**config.mk**
```make
export PLATFORM = sky130hd
export DESIGN_NAME = instr_fetch
export DESIGN_NICKNAME = d
export VERILOG_FILES = /design/src/rtl/instr_fetch.sv
export SDC_FILE = /design/constraint.sdc
export NUM_CORES = 1
export LEC_CHECK = 0
export ABC_AREA = 1
export CAP_MARGIN = 20
export CORE_ASPECT_RATIO = 2
export CORE_UTILIZATION = 44
export DETAILED_ROUTE_END_ITERATION = 16
export PLACE_DENSITY = 0.92
export SKIP_LAST_GASP = 1
export SLEW_MARGIN = 10
export SYNTH_ARGS = -nofsm -noshare
export SYNTH_HDL_FRONTEND = slang
export SYNTH_SLANG_ARGS = --single-unit
```
**constraint.sdc**
```tcl
create_clock -name clk -period 3.45 [get_ports clk]
set_input_delay 0.345 -clock clk [delete_from_list [all_inputs] [get_ports clk]]
set_output_delay 0.345 -clock clk [all_outputs]
set_load 0.05 [all_outputs]
```
**src/rtl/instr_fetch.sv**
```systemverilog
// instr_fetch: multi-cycle fetch stage owning the PC, holding each instruction for EXEC_CYCLES clocks
module instr_fetch #(
   parameter logic [31:0] RESET_PC    = 32'h00000000,
   parameter int          EXEC_CYCLES = 5,
   parameter logic [31:0] NOP_INSTR   = 32'h00000013
) (
   input  logic        clk,
   input  logic        rst,
   input  logic        PCSel,
   input  logic [31:0] alu_result,
   input  logic [31:0] imem_rdata,
   input  logic        imem_valid,
   output logic        imem_req,
   output logic [31:0] imem_addr,
   output logic [31:0] instr,
   output logic        instr_valid,
   output logic [31:0] pc,
   output logic [31:0] pc_plus4,
   output logic [3:0]  phase,
   output logic        trap
);
   typedef enum logic [1:0] {REQ, WAIT, EXEC, HALT} state_t;
   localparam logic [3:0] LAST = 4'(EXEC_CYCLES - 1);
   state_t      state, state_n;
   logic [31:0] pc_n, instr_n;
   logic [3:0]  phase_n;
   logic        req_n, valid_n, trap_n;
   assign pc_plus4  = pc + 32'd4;
   assign imem_addr = pc;
   always_comb begin
      state_n = state;
      pc_n    = pc;
      instr_n = instr;
      valid_n = instr_valid;
      phase_n = phase;
      trap_n  = trap;
      req_n   = 1'b0;
      unique case (state)
         // after reset imem_req is low, so REQ spends one cycle raising it
         REQ: begin
            state_n = imem_req ? WAIT : REQ;
            req_n   = !imem_req;
         end
         WAIT: if (imem_valid) begin
            instr_n = imem_rdata;
            valid_n = 1'b1;
            phase_n = 4'd0;
            state_n = EXEC;
         end
         EXEC: if (phase == LAST) begin
            phase_n = 4'd0;
            valid_n = 1'b0;
            instr_n = NOP_INSTR;
            if (PCSel && alu_result[1:0] != 2'b00) begin
               trap_n  = 1'b1;
               state_n = HALT;
            end else begin
               pc_n    = PCSel ? alu_result : pc_plus4;
               req_n   = 1'b1;
               state_n = REQ;
            end
         end else
            phase_n = phase + 4'd1;
         default: ;
      endcase
   end
   always_ff @(posedge clk) begin
      if (rst) begin
         state       <= REQ;
         pc          <= RESET_PC;
         instr       <= NOP_INSTR;
         instr_valid <= 1'b0;
         phase       <= 4'd0;
         trap        <= 1'b0;
         imem_req    <= 1'b0;
      end else begin
         state       <= state_n;
         pc          <= pc_n;
         instr       <= instr_n;
         instr_valid <= valid_n;
         phase       <= phase_n;
         trap        <= trap_n;
         imem_req    <= req_n;
      end
   end
endmodule

```
==> results.json, run 1 <==
{
  "n_antenna_cell": 0,
  "ys.flop_type": "dfxtp_1",
  "layout.nets": 753,
  "setup_viol": 0,
  "portBuffers": 202,
  "cts.sinks": 73,
  "vias": 4184,
  "hold_violations": 0,
  "synth_area_mm2": 0.00398,
  "grt_max_degree": 34,
  "pwr_density_cell_mw_per_mm2": 537,
  "grt_pass1_vias": 4336,
  "seq_area_mm2": 0.00146,
  "crit_fanout": 5,
  "critical_path_class": "reg -> out",
  "multi_input_area_mm2": 0.00205,
  "worst_ep_required_time_ns": 3.11,
  "grt_pass1_wl_um": 21300,
  "layout_common_cells": "clkdlybuf4s50_1, nand2_1, dfxtp_1",
  "start_kind": "flop",
  "cts_buffers": 9,
  "slew_headroom": 0.466,
  "min_period_ns": 3.03,
  "crit_family": "buffers and inverters",
  "vdd_ir_drop_max_v": 0.000567,
  "p_comb_frac": 0.385,
  "fillCellCount": 698,
  "synth_fp_nets": 590,
  "fin_crit_sh": 0.878,
  "gp_congestion": 0.905,
  "hp-class": "reg -> reg",
  "clk_pin_slew_ns": 0.05,
  "maxSlewViolCount": 0,
  "rsz0062_at_grt": "no",
  "netlist-cell-type-count": 32,
  "worstPathArrival_ns": 2.68,
  "wl_per_cell_um": 17.5,
  "setup_tns_ns": 0,
  "path_buf_inv": 1,
  "drive_gt1_frac": 0.0852,
  "critPathSlowestCell": "clkdlybuf4s50_1",
  "pin_count": 203,
  "ant_nets": 0,
  "core.rowCount": 48,
  "cts_resized": 0,
  "area_growth_pct": 53.3,
  "fmax_mhz": 330,
  "swShare": 0.386,
  "drc": 0,
  "ys_seq_area_frac": 0.367,
  "synth-edff-count": 0,
  "die_area_mm2": 0.00945,
  "cts_max_level": 3,
  "pwr-share-seq": 0.333,
  "p_int_mw": 2.01,
  "status": "complete, no violations",
  "initial_core_util": 0.457,
  "vias_per_cell": 5.36,
  "gr-usage-all-layers": 0.289,
  "drt_first_iter_violations": 158,
  "die_w_um": 69.2,
  "whs_ns": 0.472,
  "dr.pass1.iters": 4,
  "pwr-share-clk": 0.282,
  "core-area_mm2": 0.00871,
  "fin_skew_ns": 0.00472,
  "worst_pin_slew_ns": 0.797,
  "synth_seq_cells": 73,
  "holdBufCountCts": 0,
  "yosysWarnings": 0,
  "routed_wl_um": 13700,
  "clkLatencyLatePin_ns": 0.33,
  "cts_setup_buffers": 0,
  "cts.path.max_buffers": 2,
  "synthArstFlopShare": 0,
  "synth_cells": 515,
  "path_cells": "ha_1 -> nand3_1 -> nor2_1 -> nand2_1 -> xnor2_1 -> clkdlybuf4s50_1",
  "die_y_um": 136,
  "cts-root-buf": "clkbuf_16",
  "final_util": 0.700,
  "cp-end-kind": "output pin",
  "cp_slowest_stage_delay_ns": 0.88,
  "dpl.hpwl_um": 10200,
  "layout_commonest_cell": "clkdlybuf4s50_1",
  "cts_tree": "built",
  "drv_cap": 0,
  "leakage_nw": 2.36,
  "power_switching_mw": 1.26,
  "antenna_found_initial": 0,
  "postSynthAreaPerCell_um2": 7.73,
  "grt-ovfl-total": 0
}
-- stage by stage --
step | std cells | area, um2 | worst slack (ns) | total power, mW
floorplan | 515 | 3980 | 0.853 | 1.91
global placement | 767 | 5810 | 0.890 | 2.31
detailed placement | 767 | 5810 | 0.817 | 2.35
CTS | 781 | 6100 | 0.451 | 3.28
global route | 781 | 6100 | 0.266 | 3.39
finish | 781 | 6100 | 0.421 | 3.27
-- cells in the mapped netlist, drive strengths merged (6+ instances only) --
master / n / share of area
o21ai: 36 / 0.049
nand3b: 7 / 0.013
clkbuf: 8 / 0.0075
inv: 32 / 0.030
ha: 7 / 0.022
xnor2: 6 / 0.013
buf: 47 / 0.081
nor2: 49 / 0.073
xor2: 11 / 0.037
dfxtp: 73 / 0.37
a22o: 29 / 0.064
nand3: 9 / 0.011
nand2: 127 / 0.13
a21oi: 60 / 0.075
-- flip-flops by register name, indices dropped and copies added, names as in the netlist --
register / flops
trap: 1
instr_valid: 1
state: 2
phase: 4
imem_addr: 32
imem_req: 1
instr: 32
-- final timing paths --
check,from,end,slack (ns),depth (start not counted)
hold reg to reg,instr_valid,instr_valid,0.47,2
setup reg to reg,state[1],instr[21],1.24,7
setup / recovery,imem_addr[3],pc_plus4[12],0.42,6
hold / removal,instr_valid,instr_valid,0.47,2
-- per-layer routing --
| layer | global-route usage | part of all wire | vias up | routed length, um |
|---|---|---|---|---|
| met5 | 0 | 0 | - | 0 |
| met4 | 0.135 | 0.031 | 0 | 427 |
| met3 | 0.0808 | 0.070 | 38 | 958 |
| met2 | 0.570 | 0.56 | 211 | 7650 |
| met1 | 0.265 | 0.34 | 1939 | 4650 |
| li1 | - | - | 1996 | - |
-- final cells by class --
type,instances,share of cell area
repair buffers,207,0.338
multi-input cells,355,0.336
flip-flops and latches,73,0.240
clock buffers,11,0.0398
well taps,100,0.0205
inverters,32,0.0197
clock inverters,3,0.00698
-- cells by family after synthesis --
kind of cell / synth area share
AOI/OAI and AO/OA: 0.202
xor gates and xnor gates: 0.0506
adders and majority gates: 0.0220
buffers and inverters: 0.118
DFF: 0.367
and+or+nand+nor: 0.240
-- worst reg2reg max path: stages, from the launching register on --
cell	delay [ns]
dfxtp_1	0.36
inv_1	0.09
ha_1	0.24
nand2_1	0.14
o21ai_2	0.13
nor3_2	0.63
buf_4	0.37
a22o_1	0.19
-- power groups by stage --
stage	combinational (mW)	sequential (mW)	clock, mW
finish	1.26	1.09	0.923
floorplan	0.354	1.56	0
global placement	1.22	1.10	0
detailed placement	1.25	1.10	0
CTS	1.26	1.09	0.925
global route	1.32	1.11	0.961
Note: power is estimated with default switching activity, not from simulation.
==> run 2, diff against run 1 <==
--- a/config.mk
+++ b/config.mk
@@ -10,6 +10,7 @@
 export CORE_ASPECT_RATIO = 2
 export CORE_UTILIZATION = 44
 export DETAILED_ROUTE_END_ITERATION = 16
+export GPL_TIMING_DRIVEN = 1
 export PLACE_DENSITY = 0.92
 export SKIP_LAST_GASP = 1
 export SLEW_MARGIN = 10
==> results of run 2 <==
Final layout, timing and power as in run 1 (identical DEF).
==> run 3, diff against run 2 <==
--- a/config.mk
+++ b/config.mk
@@ -12,8 +12,7 @@
 export DETAILED_ROUTE_END_ITERATION = 16
 export GPL_TIMING_DRIVEN = 1
 export PLACE_DENSITY = 0.92
-export SKIP_LAST_GASP = 1
-export SLEW_MARGIN = 10
+export SLEW_MARGIN = 40
 export SYNTH_ARGS = -nofsm -noshare
 export SYNTH_HDL_FRONTEND = slang
 export SYNTH_SLANG_ARGS = --single-unit
==> run 3 against run 2 <==
  * Sequential share of layout area about the same
  * Die area unchanged
  * Global-route usage unchanged
  * Register-to-register slack about the same
  * Final cell count unchanged
  * Wire length about the same
  * Power increased by 0.20%
  * Setup slack got worse by 0.0012 ns
  * First-iteration DRC count decreased by 10%
==> results.json, run 3 (synthesis results as in run 1) <==
{
  "fin_skew_ns": 0.00456,
  "grt-ovfl-total": 0,
  "hold_violations": 0,
  "post_dp_cell_area_mm2": 0.00581,
  "layout.nets": 753,
  "hp-class": "reg -> reg",
  "layout_commonest_cell": "clkdlybuf4s50_1",
  "pwr_density_cell_mw_per_mm2": 538,
  "crit_start": "imem_addr[3]",
  "whs_ns": 0.472,
  "portBuffers": 202,
  "cts_resized": 0,
  "area_growth_pct": 53.4,
  "vias": 4195,
  "setup_viol": 0,
  "cts.path.max_buffers": 2,
  "cts_buffers": 9,
  "cts_setup_buffers": 0,
  "die_area_mm2": 0.00945,
  "die_w_um": 69.2,
  "initial_core_util": 0.457,
  "core-area_mm2": 0.00871,
  "start_kind": "flop",
  "min_period_ns": 3.03,
  "critical_path_class": "reg -> out",
  "grt_max_degree": 34,
  "vdd_ir_drop_max_v": 0.000567,
  "holdBufCountCts": 0,
  "worst_ep_required_time_ns": 3.11,
  "min-delay-start": "instr_valid",
  "timing.rr.start": "phase[0]",
  "multi_input_area_mm2": 0.00205,
  "finalInstanceArea_mm2": 0.00610,
  "setup_tns_ns": 0,
  "ant_nets": 0,
  "cp-end-kind": "output pin",
  "gp_congestion": 0.905,
  "cts_max_level": 3,
  "core.rowCount": 48,
  "drive_gt1_frac": 0.0852,
  "maxSlewViolCount": 0,
  "grt_pass1_vias": 4336,
  "clkLatencyLatePin_ns": 0.33,
  "dpl.hpwl_um": 10200,
  "wl_per_cell_um": 17.5,
  "grt_pass1_wl_um": 21300,
  "cts_tree": "built",
  "place_ws_ns": 0.817,
  "critPathSlowestCell": "clkdlybuf4s50_1",
  "status": "complete, no violations",
  "n_antenna_cell": 0,
  "seq_area_mm2": 0.00146,
  "drv_cap": 0,
  "drt_first_iter_violations": 142,
  "finalWorstSetupSlack_ns": 0.419,
  "routed_wl_um": 13700,
  "layout_common_cells": "clkdlybuf4s50_1, nand2_1, dfxtp_1",
  "dr.pass1.iters": 4,
  "fmax_mhz": 330,
  "clk_pin_slew_ns": 0.05,
  "antenna_found_initial": 0,
  "cp_slowest_stage_delay_ns": 0.88,
  "cts-root-buf": "clkbuf_16",
  "fillCellCount": 697,
  "gr-usage-all-layers": 0.289,
  "vias_per_cell": 5.37,
  "pin_count": 203,
  "fin_crit_sh": 0.878,
  "crit_fanout": 5,
  "worst_pin_slew_ns": 0.631,
  "leakage_nw": 2.36,
  "worstPathArrival_ns": 2.69,
  "die_y_um": 136,
  "cts.sinks": 73,
  "slew_headroom": 0.578,
  "rsz0062_at_grt": "no",
  "drc": 0,
  "path_cells": "ha_1 -> nand3_1 -> nor2_1 -> nand2_1 -> xnor2_1 -> clkdlybuf4s50_1"
}
[run 3: worst max-delay path: cells and delay by family (launching register included)]
kind	cells	cell delay, ns
xor+xnor	1	0.34
fa+ha+maj	1	0.26
buf+inv	1	0.88
flops	1	0.42
simple gates	3	0.46
[run 3: path summary, 6_finish.rpt]
kind                        to  slack, ns  depth (start not counted)
setup / recovery  pc_plus4[12]       0.42                          6
hold / removal     instr_valid       0.47                          2
setup reg to reg  imem_addr[9]       1.23                         10
hold reg to reg    instr_valid       0.47                          2
[run 3: layout make-up]
class | count | area share
timing repair buffer | 207 | 0.337
multi-input combinational | 355 | 0.336
sequential | 73 | 0.239
clock buffer | 11 | 0.0398
tap | 100 | 0.0205
inverter | 32 | 0.0197
clock inverter | 3 | 0.00697
[run 3: routing by layer]
metal	wire length [um]	track usage
met5	0	0
met4	429	0.135
met3	945	0.0808
met2	7650	0.570
met1	4680	0.265
[run 3: through the flow]
step / utilization / power (mW) / instances
2_1_floorplan: - / 1.91 / 515
3_3_place_gp: 0.668 / 2.31 / 767
3_5_place_dp: 0.668 / 2.35 / 767
4_1_cts: 0.700 / 3.28 / 781
5_1_grt: 0.701 / 3.40 / 781
6_report: 0.701 / 3.28 / 781
[run 3: power by group]
| part | switching [mW] | total, mW | internal, mW |
|---|---|---|---|
| clock network | 0.353 | 0.923 | 0.570 |
| logic | 0.820 | 1.27 | 0.448 |
| registers | 0.0968 | 1.09 | 0.994 |
